File: src/rtl/iob_pfsm_loader_pkg.sv
// Shared types and sizing helpers for the PFSM LUT loader.
// Pure declarations; no logic, no latency.
// Nothing here carries flow control.
package iob_pfsm_loader_pkg;

  // Sequencer states, in the order a load walks through them.
  typedef enum logic [2:0] {
    ST_IDLE     = 3'd0,
    ST_SRST_ON  = 3'd1,
    ST_GET      = 3'd2,
    ST_SEL      = 3'd3,
    ST_MEM      = 3'd4,
    ST_SRST_OFF = 3'd5,
    ST_DONE     = 3'd6
  } state_t;

  function automatic int CEIL_DIV(input int num, input int den);
    return (num + den - 1) / den;
  endfunction

  // Bus words needed to carry one {next_state, outputs} LUT entry.
  function automatic int calc_n_words(input int state_w, input int output_w, input int data_w);
    return CEIL_DIV(state_w + output_w, data_w);
  endfunction

  // One LUT entry per (input, state) combination.
  function automatic int calc_n_entries(input int input_w, input int state_w);
    return 1 << (input_w + state_w);
  endfunction

endpackage

File: src/rtl/iob_pfsm_loader_wr.sv
// Single-write IOb master: captures one request and holds it on the bus.
// Request appears on the bus the cycle after req; ack is combinational on completion.
// Holds avalid/addr/wdata until the slave is ready; req is ignored while a write is pending.
module iob_pfsm_loader_wr #(
  parameter int ADDR_W = 12,
  parameter int DATA_W = 32
) (
  input  logic                clk_i,
  input  logic                cke_i,
  input  logic                rst_i,
  input  logic                req,
  input  logic [ADDR_W-1:0]   req_addr,
  input  logic [DATA_W-1:0]   req_data,
  output logic                avalid,
  output logic [ADDR_W-1:0]   addr,
  output logic [DATA_W-1:0]   wdata,
  output logic [DATA_W/8-1:0] wstrb,
  input  logic                ready,
  output logic                ack
);

  // Launch a write when idle, drop it on the handshake cycle.
  always_ff @(posedge clk_i) begin
    if (rst_i) begin
      avalid <= 1'b0;
      addr   <= '0;
      wdata  <= '0;
    end else if (cke_i) begin
      if (!avalid) begin
        if (req) begin
          avalid <= 1'b1;
          addr   <= req_addr;
          wdata  <= req_data;
        end
      end else if (ready) begin
        avalid <= 1'b0;
      end
    end
  end

  // Completion is only real when the clock is enabled, so the caller's state advances with it.
  assign ack   = avalid & ready & cke_i;
  assign wstrb = {(DATA_W/8){avalid}};

endmodule

File: src/rtl/iob_pfsm_loader.sv
// Sequences the IOb writes that program a PFSM LUT from a stream of entries.
// Each write occupies the bus from the cycle after its state is entered until the slave handshakes.
// entry_ready_o only in GET; a stalled slave stalls the whole load with bus outputs held.
module iob_pfsm_loader
  import iob_pfsm_loader_pkg::*;
#(
  parameter int DATA_W           = 32,
  parameter int ADDR_W           = 12,
  parameter int STATE_W          = 2,
  parameter int INPUT_W          = 1,
  parameter int OUTPUT_W         = 1,
  parameter int SOFTRESET_ADDR   = 0,
  parameter int WORD_SELECT_ADDR = 4,
  parameter int MEMORY_ADDR      = 64
) (
  input  logic                        clk_i,
  input  logic                        cke_i,
  input  logic                        rst_i,
  input  logic                        start_i,
  input  logic [STATE_W+OUTPUT_W-1:0] entry_i,
  input  logic                        entry_valid_i,
  output logic                        entry_ready_o,
  output logic                        iob_avalid_o,
  output logic [ADDR_W-1:0]           iob_addr_o,
  output logic [DATA_W-1:0]           iob_wdata_o,
  output logic [DATA_W/8-1:0]         iob_wstrb_o,
  input  logic                        iob_ready_i,
  output logic                        busy_o,
  output logic                        done_o,
  output logic [INPUT_W+STATE_W:0]    entry_cnt_o
);

  localparam int LUT_DATA_W = STATE_W + OUTPUT_W;
  localparam int N_BYTES    = CEIL_DIV(DATA_W, 8);
  localparam int N_WORDS    = calc_n_words(STATE_W, OUTPUT_W, DATA_W);
  localparam int N_ENTRIES  = calc_n_entries(INPUT_W, STATE_W);
  localparam int CNT_W      = INPUT_W + STATE_W + 1;
  localparam int W_W        = (N_WORDS > 1) ? $clog2(N_WORDS) : 1;
  localparam int PAD_W      = N_WORDS * DATA_W;
  localparam int ADDR_SHIFT = $clog2(N_BYTES);

  localparam logic [W_W-1:0]   W_LAST   = W_W'(N_WORDS - 1);
  localparam logic [CNT_W-1:0] CNT_LAST = CNT_W'(N_ENTRIES - 1);

  state_t                  state, state_nxt;
  logic [LUT_DATA_W-1:0]   entry_buf;
  logic [PAD_W-1:0]        buf_pad;
  logic [W_W-1:0]          w;
  logic [CNT_W-1:0]        entry_cnt;
  logic                    req, ack, avalid;
  logic [ADDR_W-1:0]       req_addr, mem_addr;
  logic [DATA_W-1:0]       req_data;

  // Entries narrower than the bus word set are zero-padded at the top.
  assign buf_pad  = PAD_W'(entry_buf);
  assign mem_addr = ADDR_W'(MEMORY_ADDR) + (ADDR_W'(entry_cnt) << ADDR_SHIFT);

  // State register plus the entry buffer, word counter and entry counter.
  always_ff @(posedge clk_i) begin
    if (rst_i) begin
      state     <= ST_IDLE;
      entry_buf <= '0;
      w         <= '0;
      entry_cnt <= '0;
    end else if (cke_i) begin
      state <= state_nxt;
      if (state == ST_IDLE && start_i) begin
        entry_buf <= '0;
        entry_cnt <= '0;
      end
      if (state == ST_GET && entry_valid_i) begin
        entry_buf <= entry_i;
        w         <= '0;
      end
      if (state == ST_MEM && ack) begin
        if (w != W_LAST) w <= w + W_W'(1);
        else             entry_cnt <= entry_cnt + CNT_W'(1);
      end
    end
  end

  // Next state and the write request for the current state.
  always_comb begin
    state_nxt = state;
    req       = 1'b0;
    req_addr  = '0;
    req_data  = '0;
    case (state)
      ST_IDLE: if (start_i) state_nxt = ST_SRST_ON;
      ST_SRST_ON: begin
        req      = !avalid;
        req_addr = ADDR_W'(SOFTRESET_ADDR);
        req_data = DATA_W'(1);
        if (ack) state_nxt = ST_GET;
      end
      ST_GET: if (entry_valid_i) state_nxt = ST_SEL;
      ST_SEL: begin
        req      = !avalid;
        req_addr = ADDR_W'(WORD_SELECT_ADDR);
        req_data = DATA_W'(w);
        if (ack) state_nxt = ST_MEM;
      end
      ST_MEM: begin
        req      = !avalid;
        req_addr = mem_addr;
        req_data = buf_pad[w*DATA_W +: DATA_W];
        if (ack) begin
          if (w != W_LAST)              state_nxt = ST_SEL;
          else if (entry_cnt == CNT_LAST) state_nxt = ST_SRST_OFF;
          else                          state_nxt = ST_GET;
        end
      end
      ST_SRST_OFF: begin
        req      = !avalid;
        req_addr = ADDR_W'(SOFTRESET_ADDR);
        req_data = '0;
        if (ack) state_nxt = ST_DONE;
      end
      ST_DONE: state_nxt = ST_IDLE;
      default: state_nxt = ST_IDLE;
    endcase
  end

  iob_pfsm_loader_wr #(
    .ADDR_W (ADDR_W),
    .DATA_W (DATA_W)
  ) u_wr (
    .clk_i    (clk_i),
    .cke_i    (cke_i),
    .rst_i    (rst_i),
    .req      (req),
    .req_addr (req_addr),
    .req_data (req_data),
    .avalid   (avalid),
    .addr     (iob_addr_o),
    .wdata    (iob_wdata_o),
    .wstrb    (iob_wstrb_o),
    .ready    (iob_ready_i),
    .ack      (ack)
  );

  assign iob_avalid_o  = avalid;
  assign entry_ready_o = (state == ST_GET) & cke_i;
  assign busy_o        = (state != ST_IDLE);
  assign done_o        = (state == ST_DONE);
  assign entry_cnt_o   = entry_cnt;

endmodule

File: config.mk
export PLATFORM = sky130hd
export DESIGN_NAME = iob_pfsm_loader
export DESIGN_NICKNAME = d
export VERILOG_FILES = /design/src/rtl/iob_pfsm_loader_pkg.sv /design/src/rtl/iob_pfsm_loader_wr.sv /design/src/rtl/iob_pfsm_loader.sv
export SDC_FILE = /design/constraint.sdc
export NUM_CORES = 1
export LEC_CHECK = 0
export ABC_AREA = 1
export ABC_CLOCK_PERIOD_IN_PS = 1700
export CELL_PAD_IN_SITES_DETAIL_PLACEMENT = 1
export CELL_PAD_IN_SITES_GLOBAL_PLACEMENT = 1
export CORE_AREA = 2 2 63 59
export DETAILED_ROUTE_END_ITERATION = 6
export DIE_AREA = 0 0 65 61
export DONT_BUFFER_PORTS = 1
export PLACE_DENSITY_LB_ADDON = 0.1
export SYNTH_ARGS = -nofsm -noshare
export SYNTH_HDL_FRONTEND = slang
export SYNTH_SLANG_ARGS = --single-unit
File: constraint.sdc
create_clock -name clk_i -period 1.7 [get_ports clk_i]
set_input_delay 0.085 -clock clk_i [delete_from_list [all_inputs] [get_ports clk_i]]
set_output_delay 0.085 -clock clk_i [all_outputs]
set_load 0.01 [all_outputs]
==> run metrics <==
outcome finished clean; Vias about 1100; layout cell share with drive strength beyond 1 roughly 7.1%; DIE AREA 0.00397 mm2; total track usage between 10% and 20%; crit path launch type flop; R2R Setup Slk between 0.15 and 0.2 ns; Syn Area/Cell slightly below 7 um2; R2R Path Start state[0]; synthesized area between 0.001 and 0.0015 mm2; ant diodes 0; first-pass GRT wire length between 5000 and 6000 um; cell area after placement about 0.0012 mm2; Clock Skew approximately 0.0025 ns; Routed met1 length 1300 um; worst slew pin tran roughly 0.72 ns; CTS Sinks 20; final period utilization approximately 90%; clock edge transition at the registers on the reported setup and hold paths ~0.080 ns; Final nets between 200 and 250; initial core utilization 40.5%; DR vias/cell approximately 4.6; unrepaired setup endpoints after global routing no; critical-path maximum fanout 7; max layer used met4; met2 wire length 1570 um; reg2reg end entry_buf[2]; R2R depth 6; Hold Path Class input pin to flop; #FFs+latches synth 20; DP HPWL 2410 um; CTS tree yes; WS Path Type flop to flop; WL final between 3000 and 4000 um; commonest cells after routing, fill and taps aside nand2_1, conb_1, dfxtp_1; DRC Markers 0; CP Capture Type flop; starting DRC count in detailed routing 14; Final Slew Violations 0; count of cell types in the netlist 23; die width about 65 um; pin count of the biggest net entering global routing 19; fin area approximately 0.0013 mm2; core area roughly 0.0033 mm2; min-delay src rst_i; setup_tns 0 ns; Clk Latency, worst-skew pair ~0.26 ns; Min-Delay Endpoint state[0]; Power Density 766 mW/mm2; initial antenna violation count 0; final hold viol count 0; slew margin rel. 51.8%; CTS max path bufs 2; final worst path period need 1.51 ns; Final setup viols 0; 1st-pass router iterations 4; H-tree Lvls 1; Ys Warns 0; Syn Inst Count between 150 and 200; CP Data Arrival Time 1.63 ns; Area growth syn-to-layout -0.283%; routed wl met3 ~230 um; footprint of the multi-input gates roughly 670 um2; leading cell type in the layout, fill and taps excluded nand2_1; fill count around 450; Die Y 61 um; CTS buffer count 3; gr ovfl total 0; Final GP Congestion roughly 0.83; cell at the root of the clock tree clkbuf_8; Req. time, crit path ~1.8 ns; per-cell routed wire length 12.9 um; worst vdd ir approximately 0.00028 V; f_max around 660 MHz; max cap viols 0; Detail Route Antenna Nets 0; Leakage Power ~0.00058 uW; number of core rows 20; vias in the first global route roughly 1100; hold path cells 3; I/O Buffers 0; Register Area roughly 400 um2; register area share after synthesis between 30% and 40%; # IOs 65
-- sequential cells by signal, indices dropped and copies added, names as in the netlist --
register / cells
state: 3
entry_buf: 3
u_wr.addr: 5
w: 1
u_wr.wdata: 3
entry_cnt_o: 4
u_wr.avalid: 1
-- how the worst max path moves through the flow --
| stage | from | endpoint | depth (start not counted) |
|---|---|---|---|
| 3_5_place_dp | state[0] | entry_buf[2] | 6 |
| 6_report | state[0] | entry_buf[2] | 6 |
| 2_1_floorplan | state[1] | entry_cnt_o[2] | 9 |
| 5_1_grt | state[0] | entry_buf[2] | 6 |
| 4_1_cts | state[0] | entry_buf[2] | 6 |
| 3_3_place_gp | state[0] | entry_buf[2] | 6 |
-- worst max-delay path, cell delays in order, from the launching register on --
cell and delay [ns]:
dfxtp_1 0.39, nor2_4 0.22, nand2_1 0.13, nor3_2 0.32
nor2_1 0.15, nand2_1 0.11, a21oi_1 0.06
-- synthesized netlist by cell type --
cell type	instances	share of area [%]
a31oi_1	1	0.47
inv_1	19	5.4
buf_4	40	23
a211oi_1	1	0.57
o21ai_1	1	0.38
nor2_4	4	3.4
clkbuf_1	1	0.28
nand2_1	46	13
dfxtp_1	20	30
nand3_1	11	4.2
nand4_1	2	0.94
buf_2	2	0.75
nand3_2	1	0.75
nor2_1	15	4.2
nor4_1	1	0.47
a21oi_1	17	6.4
nor3_2	1	0.75
o21ai_0	5	1.9
nand3_4	1	1.3
ha_1	1	0.94
conb_1	1	0.28
buf_1	1	0.28
o22ai_1	1	0.47
-- metrics by stage --
stage	power (uW)	setup slack (ns)	utilization [%]	hold WS [ns]	instances
6_report	1010	0.187	40.3	0.000498	240
4_1_cts	1030	0.196	40.3	0.00703	240
2_1_floorplan	692	0.496	-	0.232	228
5_1_grt	1070	0.0526	40.3	0.0272	240
3_3_place_gp	633	0.287	37.1	0.157	231
3_5_place_dp	636	0.251	37.1	0.158	231
-- layout make-up --
class	count	area share [%]
Multi-Input combinational cell	145	50.5
Sequential cell	20	30.3
Timing Repair Buffer	8	5.49
Inverter	19	5.39
Clock buffer	4	4.16
Tap cell	44	4.16
-- logic make-up (layout without fill, tap and decap cells) --
kind of cell	Yosys count	after routing	synth area share [%]
adders and majority gates	1	1	0.943
AOI/OAI and AO/OA	26	26	10.2
DFF	20	20	30.2
and+or+nand+nor	82	82	29.1
other	1	36	0.283
buffers and inverters	63	31	29.3
-- layer usage --
layer / track usage [%] / up-vias
li1: - / 539
met1: 19.1 / 512
met2: 33.0 / 41
met3: 5.01 / 2
met4: 3.65 / 0
met5: 0 / -
-- power by group --
group,internal [uW],switching [uW]
clock,206,164
combinational,39.0,117
sequential,475,11.4
total,720,293
-- repair_timing --
item,in CTS,in global routing
buffers inserted,0,0
hold buffers,5,0
gates resized for setup,0,0
hold endpoints to repair,18,0
No activity file was read; power rests on OpenSTA's default activity.
